$ cat config.mk
export PLATFORM = sky130hd
export DESIGN_NAME = smg_scan_driver_flat
export DESIGN_NICKNAME = d
export VERILOG_FILES = /design/src/rtl/smg_pkg.sv /design/src/rtl/smg_scan_driver_if.sv /design/src/rtl/bin2bcd_seq.sv /design/src/rtl/smg_scan_driver.sv /design/src/flat_wrapper.sv
export SDC_FILE = /design/constraint.sdc
export NUM_CORES = 1
export LEC_CHECK = 0
export ABC_AREA = 1
export CAP_MARGIN = 20
export CORE_AREA = 5 5 129 131
export DETAILED_ROUTE_END_ITERATION = 10
export DIE_AREA = 0 0 134 136
export GPL_TIMING_DRIVEN = 0
export PLACE_DENSITY = 0.45
export REMOVE_ABC_BUFFERS = 1
export SYNTH_ARGS = -nofsm -noshare
export SYNTH_HDL_FRONTEND = slang
export SYNTH_SLANG_ARGS = --single-unit
$ cat constraint.sdc
create_clock -name clk -period 1.9 [get_ports clk]
set_input_delay 0.38 -clock clk [delete_from_list [all_inputs] [get_ports clk]]
set_output_delay 0.38 -clock clk [all_outputs]
set_load 0.005 [all_outputs]
$ cat src/rtl/smg_pkg.sv
`default_nettype none
// ============================================================================
//  Module      : smg_pkg
//  Description : Shared constants and types for the seven-segment scan driver.
//  Revision    : 1.0 - initial release
// ============================================================================
package smg_pkg;

    localparam logic [7:0] SEG_BLANK = 8'hFF;

    // Common-anode, active-low segment codes; index = hex digit value.
    localparam logic [15:0][7:0] SEG_CODE = {
        8'h8E, 8'h86, 8'hA1, 8'hC6, 8'h83, 8'h88, 8'h90, 8'h80,
        8'hF8, 8'h82, 8'h92, 8'h99, 8'hB0, 8'hA4, 8'hF9, 8'hC0
    };

    typedef enum logic [1:0] {
        IDLE  = 2'd0,
        SHIFT = 2'd1,
        DONE  = 2'd2
    } cnv_state_t;

endpackage
`default_nettype wire

$ cat src/rtl/smg_scan_driver_if.sv
`default_nettype none
// ============================================================================
//  Module      : smg_scan_driver_if
//  Description : Value/control inputs and display outputs of the scan driver.
//  Revision    : 1.0 - initial release
// ============================================================================
interface smg_scan_driver_if #(
    parameter int DIGITS = 4,
    parameter int DATA_W = 16
);
    logic [DATA_W-1:0] data_in;
    logic              load;
    logic              hex_mode;
    logic              blank_lz;
    logic              ready;
    logic              overflow;
    logic [DIGITS-1:0] cs;
    logic [7:0]        dx;

    modport master (
        output data_in, load, hex_mode, blank_lz,
        input  ready, overflow, cs, dx
    );

    modport slave (
        input  data_in, load, hex_mode, blank_lz,
        output ready, overflow, cs, dx
    );
endinterface
`default_nettype wire

$ cat src/rtl/bin2bcd_seq.sv
`default_nettype none
// ============================================================================
//  Module      : bin2bcd_seq
//  Description : Sequential double-dabble converter, one bit per clock.
//  Revision    : 1.0 - initial release
// ============================================================================
module bin2bcd_seq
    import smg_pkg::*;
#(
    parameter int DATA_W = 16,
    parameter int DIGITS = 4
) (
    input  logic                  clk,
    input  logic                  rst_n,
    input  logic                  start,
    input  logic [DATA_W-1:0]     bin,
    output logic                  busy,
    output logic                  done,
    output logic [4*DIGITS-1:0]   bcd,
    output logic                  overflow
);
    localparam int BCD_W = 4 * DIGITS;
    localparam int CNT_W = $clog2(DATA_W + 1);
    localparam logic [CNT_W-1:0] c_last_iter = CNT_W'(DATA_W - 1);

    cnv_state_t          r_state;
    logic [DATA_W-1:0]   r_bin;
    logic [BCD_W-1:0]    r_bcd;
    logic [CNT_W-1:0]    r_iter;
    logic                r_ovf;
    logic                r_busy;
    logic                r_done;
    logic [BCD_W-1:0]    w_adj;

    always_comb begin
        w_adj = r_bcd;
        for (int i = 0; i < DIGITS; i++) begin
            if (r_bcd[4*i +: 4] >= 4'd5) begin
                w_adj[4*i +: 4] = r_bcd[4*i +: 4] + 4'd3;
            end
        end
    end

    always_ff @(posedge clk) begin
        if (!rst_n) begin
            r_state <= IDLE;
            r_bin   <= '0;
            r_bcd   <= '0;
            r_iter  <= '0;
            r_ovf   <= 1'b0;
            r_busy  <= 1'b0;
            r_done  <= 1'b0;
        end else begin
            case (r_state)
                IDLE: begin
                    r_done <= 1'b0;
                    if (start) begin
                        r_bin   <= bin;
                        r_bcd   <= '0;
                        r_iter  <= '0;
                        r_ovf   <= 1'b0;
                        r_busy  <= 1'b1;
                        r_state <= SHIFT;
                    end
                end
                SHIFT: begin
                    // Bit leaving the top nibble means the value needs more digits.
                    r_bcd  <= {w_adj[BCD_W-2:0], r_bin[DATA_W-1]};
                    r_bin  <= r_bin << 1;
                    r_iter <= r_iter + 1'b1;
                    if (w_adj[BCD_W-1]) begin
                        r_ovf <= 1'b1;
                    end
                    if (r_iter == c_last_iter) begin
                        r_done  <= 1'b1;
                        r_state <= DONE;
                    end
                end
                DONE: begin
                    r_done  <= 1'b0;
                    r_busy  <= 1'b0;
                    r_state <= IDLE;
                end
                default: begin
                    r_done  <= 1'b0;
                    r_busy  <= 1'b0;
                    r_state <= IDLE;
                end
            endcase
        end
    end

    assign busy     = r_busy;
    assign done     = r_done;
    assign bcd      = r_bcd;
    assign overflow = r_ovf;

endmodule
`default_nettype wire

$ cat src/rtl/smg_scan_driver.sv
`default_nettype none
// ============================================================================
//  Module      : smg_scan_driver
//  Description : Multiplexed common-anode seven-segment driver, hex/decimal.
//  Revision    : 1.0 - initial release
// ============================================================================
module smg_scan_driver
    import smg_pkg::*;
#(
    parameter int DIGITS   = 4,
    parameter int DATA_W   = 16,
    parameter int SCAN_CYC = 50_000
) (
    input  logic              clk,
    input  logic              rst_n,
    smg_scan_driver_if.slave  bus
);
    localparam int BUF_W = 4 * DIGITS;
    localparam int CNT_W = $clog2(SCAN_CYC);
    localparam int IDX_W = (DIGITS > 1) ? $clog2(DIGITS) : 1;
    localparam logic [CNT_W-1:0] c_cnt_last = CNT_W'(SCAN_CYC - 1);
    localparam logic [IDX_W-1:0] c_idx_last = IDX_W'(DIGITS - 1);

    logic               w_busy;
    logic               w_done;
    logic               w_cnv_ovf;
    logic [BUF_W-1:0]   w_bcd;
    logic               w_ready;
    logic               w_hex_wr;
    logic               w_dec_start;
    logic [BUF_W-1:0]   w_data_ext;
    logic [BUF_W-1:0]   w_buf_nxt;
    logic [DIGITS-1:0]  w_digit_nz;
    logic [DIGITS-1:0]  w_zero_above;
    logic [3:0]         w_nib;
    logic               w_blank;
    logic [DIGITS-1:0]  w_cs_nxt;
    logic [7:0]         w_seg;

    logic [CNT_W-1:0]   r_cnt;
    logic [IDX_W-1:0]   r_idx;
    logic [BUF_W-1:0]   r_buf;
    logic               r_ovf;
    logic [DIGITS-1:0]  r_cs;
    logic [7:0]         r_dx;

    assign w_ready     = ~w_busy;
    assign w_hex_wr    = bus.load & w_ready & bus.hex_mode;
    assign w_dec_start = bus.load & w_ready & ~bus.hex_mode;
    assign w_data_ext  = BUF_W'(bus.data_in);

    bin2bcd_seq #(
        .DATA_W (DATA_W),
        .DIGITS (DIGITS)
    ) u_bin2bcd (
        .clk      (clk),
        .rst_n    (rst_n),
        .start    (w_dec_start),
        .bin      (bus.data_in),
        .busy     (w_busy),
        .done     (w_done),
        .bcd      (w_bcd),
        .overflow (w_cnv_ovf)
    );

    // Digit selection reads the next buffer value so a write coinciding
    // with a scan advance is shown immediately.
    assign w_buf_nxt = w_hex_wr ? w_data_ext :
                       w_done   ? w_bcd      : r_buf;

    for (genvar gi = 0; gi < DIGITS; gi++) begin : g_lz
        assign w_digit_nz[gi]   = |w_buf_nxt[4*gi +: 4];
        assign w_zero_above[gi] = ~|w_digit_nz[DIGITS-1:gi];
    end

    always_comb begin
        w_nib    = 4'd0;
        w_blank  = 1'b0;
        w_cs_nxt = '1;
        for (int i = 0; i < DIGITS; i++) begin
            if (r_idx == IDX_W'(i)) begin
                w_nib       = w_buf_nxt[4*i +: 4];
                w_blank     = bus.blank_lz & (i != 0) & w_zero_above[i];
                w_cs_nxt[i] = 1'b0;
            end
        end
    end

    assign w_seg = w_blank ? SEG_BLANK : SEG_CODE[w_nib];

    always_ff @(posedge clk) begin
        if (!rst_n) begin
            r_cnt <= '0;
            r_idx <= '0;
            r_buf <= '0;
            r_ovf <= 1'b0;
            r_cs  <= '1;
            r_dx  <= SEG_BLANK;
        end else begin
            r_buf <= w_buf_nxt;
            if (w_hex_wr) begin
                r_ovf <= 1'b0;
            end else if (w_done) begin
                r_ovf <= w_cnv_ovf;
            end
            if (r_cnt == c_cnt_last) begin
                r_cnt <= '0;
                r_cs  <= w_cs_nxt;
                r_dx  <= w_seg;
                r_idx <= (r_idx == c_idx_last) ? '0 : r_idx + 1'b1;
            end else begin
                r_cnt <= r_cnt + 1'b1;
            end
        end
    end

    assign bus.ready    = w_ready;
    assign bus.overflow = r_ovf;
    assign bus.cs       = r_cs;
    assign bus.dx       = r_dx;

endmodule
`default_nettype wire

$ cat src/flat_wrapper.sv
// flat-port wrapper written by rule: the top's interface ports become plain ports
module smg_scan_driver_flat import smg_pkg::*;
#(
    parameter int DIGITS   = 4,
    parameter int DATA_W   = 16,
    parameter int SCAN_CYC = 50_000
)
  (clk, rst_n, bus_data_in, bus_load, bus_hex_mode, bus_blank_lz, bus_ready, bus_overflow, bus_cs, bus_dx);
  smg_scan_driver_if #(.DIGITS(DIGITS), .DATA_W(DATA_W)) bus_i ();
  input  logic clk;
  input  logic rst_n;
  input wire logic [$bits(bus_i.data_in)-1:0] bus_data_in;
  input wire logic [$bits(bus_i.load)-1:0] bus_load;
  input wire logic [$bits(bus_i.hex_mode)-1:0] bus_hex_mode;
  input wire logic [$bits(bus_i.blank_lz)-1:0] bus_blank_lz;
  output wire logic [$bits(bus_i.ready)-1:0] bus_ready;
  output wire logic [$bits(bus_i.overflow)-1:0] bus_overflow;
  output wire logic [$bits(bus_i.cs)-1:0] bus_cs;
  output wire logic [$bits(bus_i.dx)-1:0] bus_dx;
  assign bus_i.data_in = bus_data_in;
  assign bus_i.load = bus_load;
  assign bus_i.hex_mode = bus_hex_mode;
  assign bus_i.blank_lz = bus_blank_lz;
  assign bus_ready = bus_i.ready;
  assign bus_overflow = bus_i.overflow;
  assign bus_cs = bus_i.cs;
  assign bus_dx = bus_i.dx;
  smg_scan_driver #(.DIGITS(DIGITS), .DATA_W(DATA_W), .SCAN_CYC(SCAN_CYC)) u_core (.clk(clk), .rst_n(rst_n), .bus(bus_i));
endmodule
==> summary.md, run 1 <==
| Metric | Value |
|---|---|
| Largest cells by area after synthesis | dfxtp_1 (39%), nand2_1 (13%), nor2_1 (6.1%) |
| Most frequent cells in the layout | nand2_1 (149), dfxtp_1 (84), nor2_1 (65) |
| Fin area | 5880 sq um |
| Synth cell types | 43 |
| Clock Pin Slew Worst Setup and Hold Paths | 60 ps |
| Antenna violations before repair | 0 |
| CTS Sinks | 88 |
| Core area | 15,500 sq um |
| P&R area growth vs syn | 30.5% |
| I/O pins | 35 |
| Achievable Freq | 486 MHz |
| Total track usage | 0.142 |
| Layout cells sized above 1 | 0.191 |
| #FFs+latches synth | 88 |
| Final period utilization | 1.08 |
| Largest net degree at the start of global routing | 29 |
| Die area | 18,200 sq um |
| Commonest non-fill, non-tap cell in the layout | nand2_1 |
| VDD IR max | 0.432 mV |
| Initial DRC count | 218 |
| CP Capture Type | flip-flop |
| Total Wirelength | 12,900 um |
| Die Ht | 136 um |
| Worst Path Arrival | 2300 ps |
| First-pass GRT wire length | 20,400 um |
| CTS buffer count | 9 |
| TritonCTS clock tree | done |
| Critical-path maximum fanout | 7 |
| Violated checks | negative setup slack |
| Critical path cell sequence | buf_12, ha_4, nor2_4, nand3_2, nand2_1, nand2_1, nand2_2, nand2_4, ha_2, nand2_1, nand3_1, nand3_1, nand2_1, inv_1 |
| Prevailing post-synth register cell | dfxtp_1 |
| Most frequent CP cell | nand2_1 |
| Static Leak | 2.32 nW |
| Rows | 46 |
| PwrDens | 783 nW/um^2 |
| Max stage delay on crit path | 360 ps |
| Initial DRT Pass Iterations | 4 |
| Leading area contributor after synthesis | dfxtp_1 |
| Post-DP Area | 4960 sq um |
| FFs w/ async S/R, synth | 0 |
| Hold_buf cts | 0 |
| Nets | 743 |
| Clock Latency Late Sink | 340 ps |
| Syn Inst Count | 643 |
| Synth Area per Inst | 7.01 sq um |
| Vias in the first global route | 4,138 |
| Yosys warns | 0 |
| Slew @ Worst Pin | 522 ps |
| Fillcell total | 1,628 |
| Post-synth EDFFs | 0 |
| Inst Count DP | 846 |
| Bufs and invs on worst path | 2 |
| Die W | 134 um |
| Worst clock skew | 5.33 ps |
| # Max-Cap Violations | 0 |
| Final max-slew violation count | 0 |
| Per-cell routed wire length | 14.4 um |
| GR Overflow Total | 0 |
| Ant. Diodes | 0 |
| CP Launch Type | flip-flop |
| Non-Filler Instances | 898 |
| Via-to-Cell Ratio | 4.79 |
| # H-tree levels | 3 |
| Crit path kind | reg -> reg |
| Placer Congestion | 0.839 |
| RSZ-0062 raised after global routing | true |
| I/O Buffers | 33 |
| Relative slew margins | 0.650 |
| Setup violators final | 6 |
| Synthesized area | 4510 sq um |
| Initial Util | 0.291 |
| Setup ws final | -159 ps |
| Final hold vios | 0 |
| Status | complete, but fails checks |
| Register area | 1770 sq um |
| Critical Path RT | 2140 ps |
| Hpwl dp | 8410 um |
| Antenna violation net count after detailed routing | 0 |
| Clock Path Buffers | 2 |
| Clock root cell | clkbuf_16 |
| Final min period | 2060 ps |
| Worst path slowest cell | dfxtp_4 |
| CP top delay family | simple AND/OR/NAND/NOR gates |
| Top-area cell type share of the netlist area | 0.391 |
| Sequential area share after synthesis | 0.391 |
| Total number of vias | 4,303 |
| DRC Markers | 0 |
| HP Class | reg -> reg |
| Area of the multi-input gates | 2580 sq um |
==> layout make-up <==
type | instances | share of cell area
multi-input combinational | 455 | 0.438
tap | 192 | 0.0409
clock buffer | 12 | 0.0436
timing repair buffer | 66 | 0.105
inverter | 79 | 0.0564
sequential | 88 | 0.301
timing repair inverter | 3 | 0.00319
clock inverter | 3 | 0.0111
==> final timing paths <==
kind | end | slack, ps | start | cells past startpoint
worst max-delay path | u_core.bus.dx[3]$_SDFFE_PN1P_ | -160 | u_core.r_idx[0]$_SDFFE_PN0P_ | 14
worst min-delay path | u_core.r_cnt[0]$_SDFF_PP0_ | 440 | u_core.r_cnt[0]$_SDFF_PP0_ | 1
worst max register to register | u_core.bus.dx[3]$_SDFFE_PN1P_ | -160 | u_core.r_idx[0]$_SDFFE_PN0P_ | 14
worst min register to register | u_core.r_cnt[0]$_SDFF_PP0_ | 440 | u_core.r_cnt[0]$_SDFF_PP0_ | 1
==> stage by stage <==
step | setup TNS [ps] | setup slack (ps) | hold slack (ps) | util | total power [mW]
2_1_floorplan | -11760 | -530 | 430 | - | 2.32
3_3_place_gp | -94800 | -1800 | 442 | 0.320 | 2.49
3_5_place_dp | -95740 | -1860 | 461 | 0.320 | 2.50
4_1_cts | -656 | -136 | 471 | 0.361 | 4.56
5_1_grt | -1500 | -264 | 451 | 0.380 | 4.82
6_report | -557 | -159 | 439 | 0.380 | 4.60
==> registers in the layout, indices dropped and copies added, names as in the netlist <==
signal                     cells
u_core.bus.dx                  7
u_core.u_bin2bcd.busy          1
u_core.r_idx                   2
u_core.r_cnt                  16
u_core.bus.cs                  4
u_core.u_bin2bcd.bcd          16
u_core.u_bin2bcd.r_iter        5
u_core.u_bin2bcd.r_state       2
u_core.u_bin2bcd.overflow      1
u_core.u_bin2bcd.done          1
u_core.bus.overflow            1
u_core.u_bin2bcd.r_bin        16
u_core.r_buf                  16
==> power by group <==
| group | total [mW] | leakage, nW | switching [mW] | internal (mW) |
|---|---|---|---|---|
| clock | 1.94 | 0.159 | 0.723 | 1.22 |
| combinational | 0.704 | 1.45 | 0.421 | 0.282 |
| sequential | 1.96 | 0.718 | 0.0404 | 1.92 |
| total | 4.60 | 2.32 | 1.19 | 3.42 |
==> logic make-up (layout without fill, tap and decap cells) <==
family          count (synthesis)  after routing  share of synthesized area
simple gates                  313            314                      0.298
compound gates                112            112                      0.146
buf+inv                       101            163                     0.0925
flops                          88             88                      0.391
fa+ha+maj                      20             20                     0.0555
xor+xnor                        8              8                     0.0156
other cells                     1              1                   0.000832
==> repair_timing <==
| action | in CTS | in global routing |
|---|---|---|
| setup endpoints to repair | 86 | 55 |
| resized for setup | 59 | 39 |
| pin swaps | 12 | 21 |
| buffers inserted | 15 | 18 |
| cloned | 3 | 1 |
==> synth_stat cells, types with 2 or more instances <==
cell      number
dfxtp_1       88
buf_2          4
and2_1         2
o21ai_2        3
clkbuf_1       9
nor2_1        73
nand4_1        6
nand3_1       44
nand2_1      160
a21oi_2        2
o21ai_1        3
inv_1         72
o21ai_0       36
buf_4          4
nor4_1         2
inv_2          6
ha_1          20
o32ai_1        5
o211ai_1       6
a21oi_1       32
nand3_2        2
nor3_1        11
o22ai_1        3
a31oi_1       15
a32o_1         2
o21a_1         2
buf_6          2
nand2_2        4
buf_1          3
nand2_4        2
xor2_1         8
==> worst reg2reg max path: cells and delay by family (launching register included) <==
family,cells,cell delay [ps]
simple gates,10,920
fa+ha+maj,2,510
flops,1,360
buf+inv,2,150
==> per-layer routing <==
layer	global-route usage	routed length, um
met1	0.180	6040
met2	0.238	6240
met3	0.0218	359
met4	0.0617	249
met5	0	0
No activity file was read; power rests on OpenSTA's default activity.
==> run 2: changes to the inputs <==
--- a/config.mk
+++ b/config.mk
@@ -7,11 +7,11 @@
 export LEC_CHECK = 0
 export ABC_AREA = 1
 export CAP_MARGIN = 20
-export CORE_AREA = 5 5 129 131
+export CORE_AREA = 2 2 94 96
 export DETAILED_ROUTE_END_ITERATION = 10
-export DIE_AREA = 0 0 134 136
+export DIE_AREA = 0 0 96 98
 export GPL_TIMING_DRIVEN = 0
-export PLACE_DENSITY = 0.45
+export PLACE_DENSITY = 0.71
 export REMOVE_ABC_BUFFERS = 1
 export SYNTH_ARGS = -nofsm -noshare
 export SYNTH_HDL_FRONTEND = slang
==> constraint.sdc (replaced) <==
create_clock -name clk -period 2.6 [get_ports clk]
set_input_delay 0.52 -clock clk [delete_from_list [all_inputs] [get_ports clk]]
set_output_delay 0.52 -clock clk [all_outputs]
set_load 0.005 [all_outputs]
==> summary.md, run 2 (synthesis results as in run 1) <==
| Metric | Value |
|---|---|
| Non-Filler Instances | 784 |
| Placer Congestion | 0.881 |
| Final period utilization | 0.910 |
| Most frequent cells in the layout | nand2_1 (159), dfxtp_1 (87), nor2_1 (71) |
| Worst path slowest cell | clkdlybuf4s15_1 |
| Antenna violations before repair | 0 |
| Most frequent CP cell | nand2_1 |
| Clock Latency Late Sink | 370 ps |
| HP Class | reg -> reg |
| I/O Buffers | 33 |
| CTS Sinks | 88 |
| Layout cells sized above 1 | 0.0799 |
| HP Start | u_core.r_cnt[0]$_SDFF_PP0_ |
| Initial Util | 0.532 |
| GR Overflow Total | 0 |
| Achievable Freq | 423 MHz |
| Static Leak | 2.05 nW |
| Relative slew margins | 0.625 |
| Hpwl dp | 7440 um |
| Bufs and invs on worst path | 4 |
| Via-to-Cell Ratio | 5.31 |
| Die area | 9410 sq um |
| Total track usage | 0.238 |
| CTS buffer count | 9 |
| Rows | 34 |
| RR Startpoint | u_core.u_bin2bcd.busy$_SDFFE_PN0P_ |
| Worst Path Arrival | 2640 ps |
| Clock Path Buffers | 2 |
| Worst R2R Path Depth | 17 |
| Die Ht | 98 um |
| Worst clock skew | 14.0 ps |
| CP Launch Type | primary input |
| # Max-Cap Violations | 0 |
| Inst Count DP | 762 |
| Largest net degree at the start of global routing | 29 |
| Final min period | 2370 ps |
| Total number of vias | 4,163 |
| Slew @ Worst Pin | 562 ps |
| R2r endpoint | u_core.bus.dx[0]$_SDFFE_PN1P_ |
| Crit path kind | in -> reg |
| I/O pins | 35 |
| Final hold slack | 484 ps |
| Critical path cell sequence | clkdlybuf4s15_1, nand3_4, inv_2, nand2_1, nand3_1, nand2_1, nand2_1, nand2_1, nand2_1, inv_1, ha_1, inv_1, nand3_1, nand3_1, nand2_1, nor2_1, nor2_1 |
| Per-cell routed wire length | 13.6 um |
| TritonCTS clock tree | done |
| Die W | 96 um |
| Core area | 8470 sq um |
| Critical-path maximum fanout | 12 |
| Reg2reg setup slack | 310 ps |
| Critical Path RT | 2870 ps |
| Initial DRC count | 169 |
| Hold_buf cts | 0 |
| DRC Markers | 0 |
| Max stage delay on crit path | 350 ps |
| Fillcell total | 777 |
| P&R area growth vs syn | 13.7% |
| Ant. Diodes | 0 |
| Final max-slew violation count | 0 |
| Antenna violation net count after detailed routing | 0 |
| # H-tree levels | 3 |
| Hold depth | 1 |
| Final hold vios | 0 |
| Commonest non-fill, non-tap cell in the layout | nand2_1 |
| Vias in the first global route | 3,874 |
| CP Capture Type | flip-flop |
| First-pass GRT wire length | 17,800 um |
| CP top delay family | simple AND/OR/NAND/NOR gates |
| Status | finished, final reports clean |
| Endpoint, Worst Hold | u_core.r_cnt[0]$_SDFF_PP0_ |
| Total Wirelength | 10,700 um |
| Setup violators final | 0 |
| RSZ-0062 raised after global routing | false |
| Setup TNS | 0 ps |
| Fin area | 5120 sq um |
| Clock root cell | clkbuf_8 |
| Post-DP Area | 4850 sq um |
| Initial DRT Pass Iterations | 5 |
| VDD IR max | 0.284 mV |
| PwrDens | 546 nW/um^2 |
| Nets | 712 |
| Clock Pin Slew Worst Setup and Hold Paths | 90 ps |
[run 2: cell type report]
type	instances	area, sq um	area share
multi-input cells	455	2350	0.458
flip-flops and latches	88	1770	0.344
repair buffers	36	354	0.0691
inverters	79	307	0.0598
well taps	108	135	0.0264
clock buffers	9	124	0.0242
clock inverters	7	77.6	0.0151
repair inverters	2	12.5	0.00244
[run 2: worst max-delay path by stage]
stage	to	cells past startpoint	slack, ps	from
2_1_floorplan	u_core.u_bin2bcd.r_bin[10]$_SDFFE_PN0P_	7	170	u_core.u_bin2bcd.r_state[1]$_SDFFE_PN0P_
3_3_place_gp	u_core.u_bin2bcd.r_bin[7]$_SDFFE_PN0P_	7	-920	u_core.u_bin2bcd.r_state[1]$_SDFFE_PN0P_
3_5_place_dp	u_core.u_bin2bcd.r_bin[6]$_SDFFE_PN0P_	7	-950	u_core.u_bin2bcd.r_state[1]$_SDFFE_PN0P_
4_1_cts	u_core.u_bin2bcd.r_bin[6]$_SDFFE_PN0P_	7	50	u_core.u_bin2bcd.r_state[1]$_SDFFE_PN0P_
5_1_grt	u_core.bus.dx[0]$_SDFFE_PN1P_	17	10	bus_hex_mode
6_report	u_core.bus.dx[0]$_SDFFE_PN1P_	17	230	bus_load
[run 2: metrics by stage]
| stage | total power [mW] | worst slack [ps] | util |
|---|---|---|---|
| final | 2.80 | 235 | 0.605 |
| after global routing | 2.92 | 10.4 | 0.605 |
| after CTS | 2.80 | 53.6 | 0.602 |
| after detailed placement | 1.82 | -946 | 0.573 |
| after global placement | 1.81 | -925 | 0.573 |
| after floorplan | 1.69 | 170 | - |
[run 2: timing repair]
item / in CTS / in global routing
endpoints found under the setup margin: 59 / 20
pin swaps: 1 / 2
gates resized for setup: 12 / 4
setup buffers: 0 / 3
cloned: 3 / 0
[run 2: where the power goes]
group | internal [mW] | switching, mW
Combinational | 0.133 | 0.251
Sequential | 1.40 | 0.0265
Clock | 0.455 | 0.533
Total | 1.99 | 0.811
[run 2: layer usage]
metal	vias to the layer above	routed length (um)	share of wire	global-route usage
li1	2139	-	-	-
met1	1921	4830	0.45	0.299
met2	86	5230	0.49	0.404
met3	17	410	0.038	0.0378
met4	0	236	0.022	0.0868
met5	-	0	0	0
==> run 3: changes to the inputs <==
--- a/config.mk
+++ b/config.mk
@@ -8,9 +8,11 @@
 export ABC_AREA = 1
 export CAP_MARGIN = 20
 export CORE_AREA = 2 2 94 96
+export CTS_CLUSTER_SIZE = 28
 export DETAILED_ROUTE_END_ITERATION = 10
 export DIE_AREA = 0 0 96 98
 export GPL_TIMING_DRIVEN = 0
+export HOLD_SLACK_MARGIN = 0.03
 export PLACE_DENSITY = 0.71
 export REMOVE_ABC_BUFFERS = 1
 export SYNTH_ARGS = -nofsm -noshare
==> results of run 3 <==
The final DEF is identical to that of run 2; final timing and power are the same.
